## config.mk

```make
export PLATFORM = sky130hd
export DESIGN_NAME = bsg_cgol_input_deser
export DESIGN_NICKNAME = d
export VERILOG_FILES = /design/src/rtl/bsg_cgol_pkg.sv /design/src/rtl/bsg_cgol_word_slot_writer.sv /design/src/rtl/bsg_cgol_input_deser.sv
export SDC_FILE = /design/constraint.sdc
export NUM_CORES = 1
export LEC_CHECK = 0
export ABC_AREA = 1
export CORE_AREA = 10 10 413 415
export DETAILED_ROUTE_END_ITERATION = 10
export DIE_AREA = 0 0 423 425
export GPL_TIMING_DRIVEN = 0
export PLACE_DENSITY_LB_ADDON = 0.12
export REMOVE_ABC_BUFFERS = 1
export SLEW_MARGIN = 20
export SYNTH_ARGS = -nofsm -noshare
export SYNTH_HDL_FRONTEND = slang
export SYNTH_SLANG_ARGS = --single-unit
```

## constraint.sdc

```tcl
create_clock -name clk_i -period 3.75 [get_ports clk_i]
set_input_delay 0.75 -clock clk_i [delete_from_list [all_inputs] [get_ports clk_i]]
set_output_delay 0.75 -clock clk_i [all_outputs]
set_load 0.02 [all_outputs]
```

## src/rtl/bsg_cgol_pkg.sv

```systemverilog
// Shared types and sizing helpers for the CGOL input deserializer and output serializer.
package bsg_cgol_pkg;

  typedef enum logic [1:0] {
    eHDR  = 2'd0,
    eDATA = 2'd1,
    eFULL = 2'd2
  } deser_state_e;

  // Width of a counter or index for x values; never below one bit.
  function automatic int safe_clog2(input int x);
    return (x <= 1) ? 1 : $clog2(x);
  endfunction

  // Number of words needed to carry a board of the given bit count.
  function automatic int words_calc(input int bits, input int word_width);
    return (bits + word_width - 1) / word_width;
  endfunction

endpackage

```

## src/rtl/bsg_cgol_word_slot_writer.sv

```systemverilog
// Board image register: writes one input word into the selected slot; the last
// slot keeps only the bits that land inside the board.
module bsg_cgol_word_slot_writer #(
  parameter int board_bits_p = 1024,
  parameter int word_width_p = 32,
  parameter int cnt_width_p  = 5
) (
  input  logic                    clk_i,
  input  logic                    reset_ni,
  input  logic                    w_v_i,
  input  logic [cnt_width_p-1:0]  slot_i,
  input  logic [word_width_p-1:0] data_i,
  output logic [board_bits_p-1:0] data_o
);

  logic [board_bits_p-1:0] board_r, board_n;

  // Per-bit enable: bits past the board never exist, so no out-of-range write.
  always_comb begin
    board_n = board_r;
    for (int b = 0; b < board_bits_p; b++) begin
      if (w_v_i && (slot_i == cnt_width_p'(b / word_width_p))) begin
        board_n[b] = data_i[b % word_width_p];
      end
    end
  end

  always_ff @(posedge clk_i or negedge reset_ni) begin
    if (!reset_ni) board_r <= '0;
    else           board_r <= board_n;
  end

  assign data_o = board_r;

endmodule

```

## src/rtl/bsg_cgol_input_deser.sv

```systemverilog
// Word-serial to board deserializer: header word (frame count) then board words,
// presented as one board + frame count on a valid/ready output channel.
module bsg_cgol_input_deser
  import bsg_cgol_pkg::*;
#(
  parameter  int board_width_p     = 32,
  parameter  int max_game_length_p = 1024,
  parameter  int word_width_p      = 32,
  localparam int board_bits_lp     = board_width_p * board_width_p,
  localparam int words_lp          = words_calc(board_bits_lp, word_width_p),
  localparam int cnt_width_lp      = safe_clog2(words_lp),
  localparam int game_len_width_lp = safe_clog2(max_game_length_p + 1)
) (
  input  logic                         clk_i,
  input  logic                         reset_ni,
  input  logic                         en_i,
  input  logic [word_width_p-1:0]      data_i,
  input  logic                         v_i,
  output logic                         ready_o,
  output logic [board_bits_lp-1:0]     data_o,
  output logic [game_len_width_lp-1:0] frames_o,
  output logic                         v_o,
  input  logic                         ready_i,
  output deser_state_e                 state_o
);

  // Valid/ready: a transfer happens on any cycle where valid and ready are both
  // high; ready_o and v_o depend only on the registered state.

  wire unused_en = en_i;

  deser_state_e                 state_r, state_n;
  logic [cnt_width_lp-1:0]      cnt_r, cnt_n;
  logic [game_len_width_lp-1:0] frames_r, frames_n;
  logic [game_len_width_lp-1:0] hdr;
  logic [game_len_width_lp-1:0] hdr_sat;
  logic                         wr_v;

  assign hdr     = data_i[game_len_width_lp-1:0];
  assign hdr_sat = (hdr > game_len_width_lp'(max_game_length_p))
                 ? game_len_width_lp'(max_game_length_p) : hdr;

  always_comb begin
    state_n  = state_r;
    cnt_n    = cnt_r;
    frames_n = frames_r;
    ready_o  = 1'b0;
    v_o      = 1'b0;
    wr_v     = 1'b0;
    unique case (state_r)
      eHDR: begin
        ready_o = 1'b1;
        if (v_i) begin
          frames_n = hdr_sat;
          cnt_n    = '0;
          state_n  = eDATA;
        end
      end
      eDATA: begin
        ready_o = 1'b1;
        if (v_i) begin
          wr_v = 1'b1;
          if (cnt_r == cnt_width_lp'(words_lp - 1)) state_n = eFULL;
          else                                      cnt_n   = cnt_r + cnt_width_lp'(1);
        end
      end
      eFULL: begin
        v_o = 1'b1;
        if (ready_i) begin
          state_n = eHDR;
          cnt_n   = '0;
        end
      end
      default: begin
        state_n = eHDR;
        cnt_n   = '0;
      end
    endcase
  end

  always_ff @(posedge clk_i or negedge reset_ni) begin
    if (!reset_ni) begin
      state_r  <= eHDR;
      cnt_r    <= '0;
      frames_r <= '0;
    end else begin
      state_r  <= state_n;
      cnt_r    <= cnt_n;
      frames_r <= frames_n;
    end
  end

  bsg_cgol_word_slot_writer #(
    .board_bits_p (board_bits_lp),
    .word_width_p (word_width_p),
    .cnt_width_p  (cnt_width_lp)
  ) slot_writer (
    .clk_i    (clk_i),
    .reset_ni (reset_ni),
    .w_v_i    (wr_v),
    .slot_i   (cnt_r),
    .data_i   (data_i),
    .data_o   (data_o)
  );

  assign frames_o = frames_r;
  assign state_o  = state_r;

endmodule

```

=== Yosys cells after proc, flatten, opt, wreduce, memory -nomap -nowiden ===
Cells that the tools add are included.

* Add/sub/neg operators: 1
* Equal/unequal tests: 38
* $lt $le $gt $ge: 1
* Mux-type cells: 15
* Reduce and logical (&&, ||, !) cells: 38

{| class="wikitable"
|+ Operators with widths
! cell !! number
|-
| 5-bit == test (second input constant) || 16
|-
| 5-bit by 4-bit == test with 1-bit output (second input constant) || 8
|-
| 1-bit logical AND || 32
|-
| 5-bit by 3-bit == test with 1-bit output (second input constant) || 4
|-
| 5-bit 2-to-1 mux || 4
|-
| 5-bit one-hot mux with 3 select lines || 1
|-
| 11-bit greater-than comparator (second input constant) || 1
|-
| 11-bit 2-to-1 mux || 1
|-
| 5-bit by 2-bit == test with 1-bit output (second input constant) || 2
|-
| 2-bit inequality test (second input constant) || 5
|-
| 2-bit 2-to-1 mux || 4
|-
| 4-bit AND reduction || 2
|-
| 2-bit one-hot mux with 3 select lines || 1
|-
| 5-bit by 1-bit adder with 5-bit output (second input constant) || 1
|-
| 5-bit by 1-bit == test with 1-bit output (second input constant) || 1
|-
| 5-bit logical NOT || 1
|-
| 1-bit 2-to-1 mux || 4
|-
| 2-bit by 1-bit == test with 1-bit output (second input constant) || 1
|-
| 2-bit == test (second input constant) || 1
|-
| 2-bit logical NOT || 1
|-
| 2-bit AND reduction || 1
|-
| 2-bit OR reduction || 1
|}

* Output and inout port bits: 1039
* Register bits: 1042
* Word-level logic and storage cells: 128
* Input bits: 37

=== Logic depth before layout (Yosys ltp) ===
* Depth after elaboration: 4
* Depth in mapped cells: 9
* Mapped depth without buffers: 8

=== By module ===
Synthesis repeated with hierarchy kept, for this count alone.

* Cells, all modules: 4708
* Area total of the unflattened synthesis: 41418.5 um^2

{| class="wikitable"
|+ By module, submodules not included
! module !! times used !! cells an instance !! area each (um^2)
|-
| bsg_cgol_word_slot_writer || 1 || 4583 || 40500.1
|-
| bsg_cgol_input_deser || 1 || 125 || 918.4
|}

=== Least setup slack after synthesis ===
OpenSTA, ideal clock, no wires.

* Kind: flip-flop to output port
* Start point: reg state_r[1], in the netlist state_o[1]
* End point: out v_o
* Arrival: 1.060 ns
* Cell stages (with the launch flop): 3
* Slack: 1.940 ns
* Data required time: 3.000 ns
* Cell sequence: dfrtp_1 -> inv_1 -> nor2_1

* Word-level cells in the longest chain between the ends: 2

{| class="wikitable"
|+ RTL lines
! element !! RTL line !! RTL
|-
| start, declared || bsg_cgol_input_deser.sv:32 || <nowiki>deser_state_e state_r, state_n;</nowiki>
|-
| start signal, assigned || bsg_cgol_input_deser.sv:83 || <nowiki>state_r <= eHDR;</nowiki>
|-
| start signal, assigned || bsg_cgol_input_deser.sv:87 || <nowiki>state_r <= state_n;</nowiki>
|-
| 2-bit == test || bsg_cgol_input_deser.sv:50 || <nowiki>unique case (state_r)</nowiki>
|-
| 1-bit 2-to-1 mux || bsg_cgol_input_deser.sv:50 ||
|-
| end, declared || bsg_cgol_input_deser.sv:22 || <nowiki>output logic v_o,</nowiki>
|}

No other way between the ends.

==> out/metrics.yaml <==
status:
  status: "finished clean"
cells_and_area:
  final_cell_mix: "nand2_1 (1075), clkdlybuf4s50_1 (1073), dfrtp_1 (1042)"
  syn2layout_area_growth_pct: 42.6
  multiInputGateArea_sq_um: 10700
  final_nets: 4567
  drive_gt1_share_pct: 10.1
  fillers: 16700
  register_area_sq_um: 26100
  design_area_sq_um: 55500
  final_common_cell: "nand2_1"
  utilization_pct: 34.3
worst_setup_path:
  r2r_end: "slot_writer.data_o[923]"
  worstPathRequired_ns: 4.62
  end_kind: "asynchronous set/reset pin"
  crit_type: "input port to asynchronous set/reset pin"
  worst_ep_arrival_time_ns: 4.17
  crit-reg2reg-launch: "state_o[1]"
  r2r_cells: 5
  startpoint_type: "input port"
  r2r_setup_slack_ns: 1.17
  worstPathMaxFanout: 129
power:
  cellPowerDensity_nw_per_um2: 749
  leakagePower_nw: 24.1
  switching_share_pct: 35.9
  p_int_mw: 26.6
  ir_drop_uv: 491
  clkPwrFrac_pct: 28.5
  p_seq_share_pct: 37.0
  finalPower_mw: 41.6
  pwr-share-comb_pct: 34.5
  p_sw_mw: 14.9
global_routing:
  grt_max_degree: 135
  grt_overflow: 0
  grt_pass1_wl_mm: 247
  grt_pass1_vias: 28100
  grt_usage_pct: 19.4
  antenna_found_initial: 9
sta:
  rsz0062_at_grt: "no"
  maxSlewHeadroom_pct: 37.4
  clock_skew_ns: 0.0414
  final.min_clock_period_ns: 3.30
  maxSlewViolCount: 0
  timing.hold.ws_ns: 0.477
  hold_viol: 0
  worstMarginPinSlew_ns: 0.936
  setup_viol: 0
  max_freq_mhz: 303
  fin_crit_sh_pct: 88.1
clock_network:
  cts_tree: "built"
  clkSinkCount: 1042
  clock_tree.root_cell: "clkbuf_16"
  cts_resized: 0
  path_clk_slew_ns: 0.05
  ctsHtreeMaxLevel: 3
  numCtsBuffers: 121
  clock_latency_ns: 0.76
  clock_path_buffers: 3
synth:
  yosysTopAreaCell: "dfrtp_1"
  ys_seq_area_share_pct: 67.0
  synth.top_cell.area_share_pct: 67.0
  syn_inst: 3575
  syn-cell-area_sq_um: 38900
  avgSynthCellArea_sq_um: 10.9
  netlist-cell-type-count: 27
  synth_area_leaders: "dfrtp_1 (67%), nand2_1 (10%), o21ai_1 (6.8%)"
  synth.yosys.warnings: 0
  ys_ff_latch: 1042
drt:
  firstDrtPassIters: 5
  final_antenna_net_count: 0
  drc: 0
  wire_per_inst_um: 26.8
  routed-via-count: 29400
  drt_iter0_markers: 2419
  vias_per_cell: 4.32
  routed_wl_mm: 182
hold_path:
  hold_depth: 2
  hold_class: "flip-flop to flip-flop"
  hold_end: "slot_writer.data_o[556]"
  worstHoldStart: "slot_writer.data_o[556]"
floorplan:
  core_sq_um: 162000
  ios: 1076
  die_h_um: 425
  dieArea_sq_um: 180000
  initial_core_util_pct: 24.0
  die_x_um: 423
  core.rowCount: 148
placed_design:
  dpl_cell_area_sq_um: 51500
  port_buffers: 1074
  dp_hpwl_mm: 128
  gp_congestion: 0.760
flow_run:
  maxCapViolCount: 0
-- stage by stage --
step | TNS [ns] | cells | setup slack, ns
after floorplan | 0 | 3282 | 0.898
after global placement | - | 6531 | -51.09
after detailed placement | -41.04 | 6573 | -0.317
after CTS | 0 | 6785 | 0.0999
after global routing | 0 | 6788 | 0.126
final | 0 | 6795 | 0.448
-- state kept, by name (all words and copies together), names as in the netlist --
signal              count
cnt_r                   5
state_o                 2
slot_writer.data_o   1024
frames_o               11
-- how the worst max path moves through the flow --
stage,start,end,cells after the start
after global placement,reset_ni,slot_writer.data_o[582],1
after global routing,reset_ni,slot_writer.data_o[372],7
after floorplan,v_i,slot_writer.data_o[672],4
after detailed placement,reset_ni,slot_writer.data_o[487],6
after CTS,reset_ni,slot_writer.data_o[244],7
final,reset_ni,cnt_r[1],7
-- critical path, cell delays in order --
cell,delay (ns)
dlygate4sd3_1,0.62
buf_16,0.17
buf_16,0.40
buf_16,0.47
buf_16,0.47
buf_16,0.40
clkbuf_16,0.45
-- cell type report --
cell class	count	area share, %
Multi-Input combinational cell	2193	19.2
Timing Repair Buffer	1119	21.3
Clock inverter	30	0.672
Sequential cell	1042	47.0
Clock buffer	180	6.43
Antenna cell	9	0.0406
Inverter	47	0.449
Tap cell	2175	4.90
-- routing by layer --
| layer | track usage [%] | up-vias | wire [um] |
|---|---|---|---|
| met5 | 0 | - | 0 |
| met4 | 9.44 | 0 | 9390 |
| met3 | 4.69 | 255 | 11500 |
| met2 | 33.3 | 914 | 90600 |
| met1 | 22.6 | 14600 | 70800 |
| li1 | - | 13600 | - |
-- what timing repair did --
action	CTS	global route
endpoints found under the setup margin	0	134
buffers inserted	0	0
hold buffers	2	0
endpoints found under the hold margin	71	0
-- power by group through the flow --
stage          clock, mW  combinational [mW]  sequential (mW)
2_1_floorplan          0                2.85             18.8
3_3_place_gp           0                14.4             15.6
3_5_place_dp           0                14.6             15.5
4_1_cts             12.2                14.6             15.4
5_1_grt             12.6                15.2             15.7
6_report            11.8                14.3             15.4
-- cell usage after synthesis, drive strengths merged --
library cell and count:
nand2 1109, dfrtp 1042, o21ai 1030, clkbuf 148, buf 145, inv 46
nor2 37, nand3 7, ha 6, clkinv 1, nand4 1, o21bai 1
o31ai 1, or2 1
-- cell families (layout without fill, tap and decap cells) --
kind of cell / after synthesis / after routing / synth area share, %
AOI/OAI and AO/OA: 1032 / 1032 / 14.7
adders and majority gates: 6 / 6 / 0.193
buffers and inverters: 340 / 1376 / 5.76
DFF: 1042 / 1042 / 67.0
other: 0 / 9 / 0
and+or+nand+nor: 1155 / 1155 / 12.3
No activity file was read; power rests on OpenSTA's default activity.
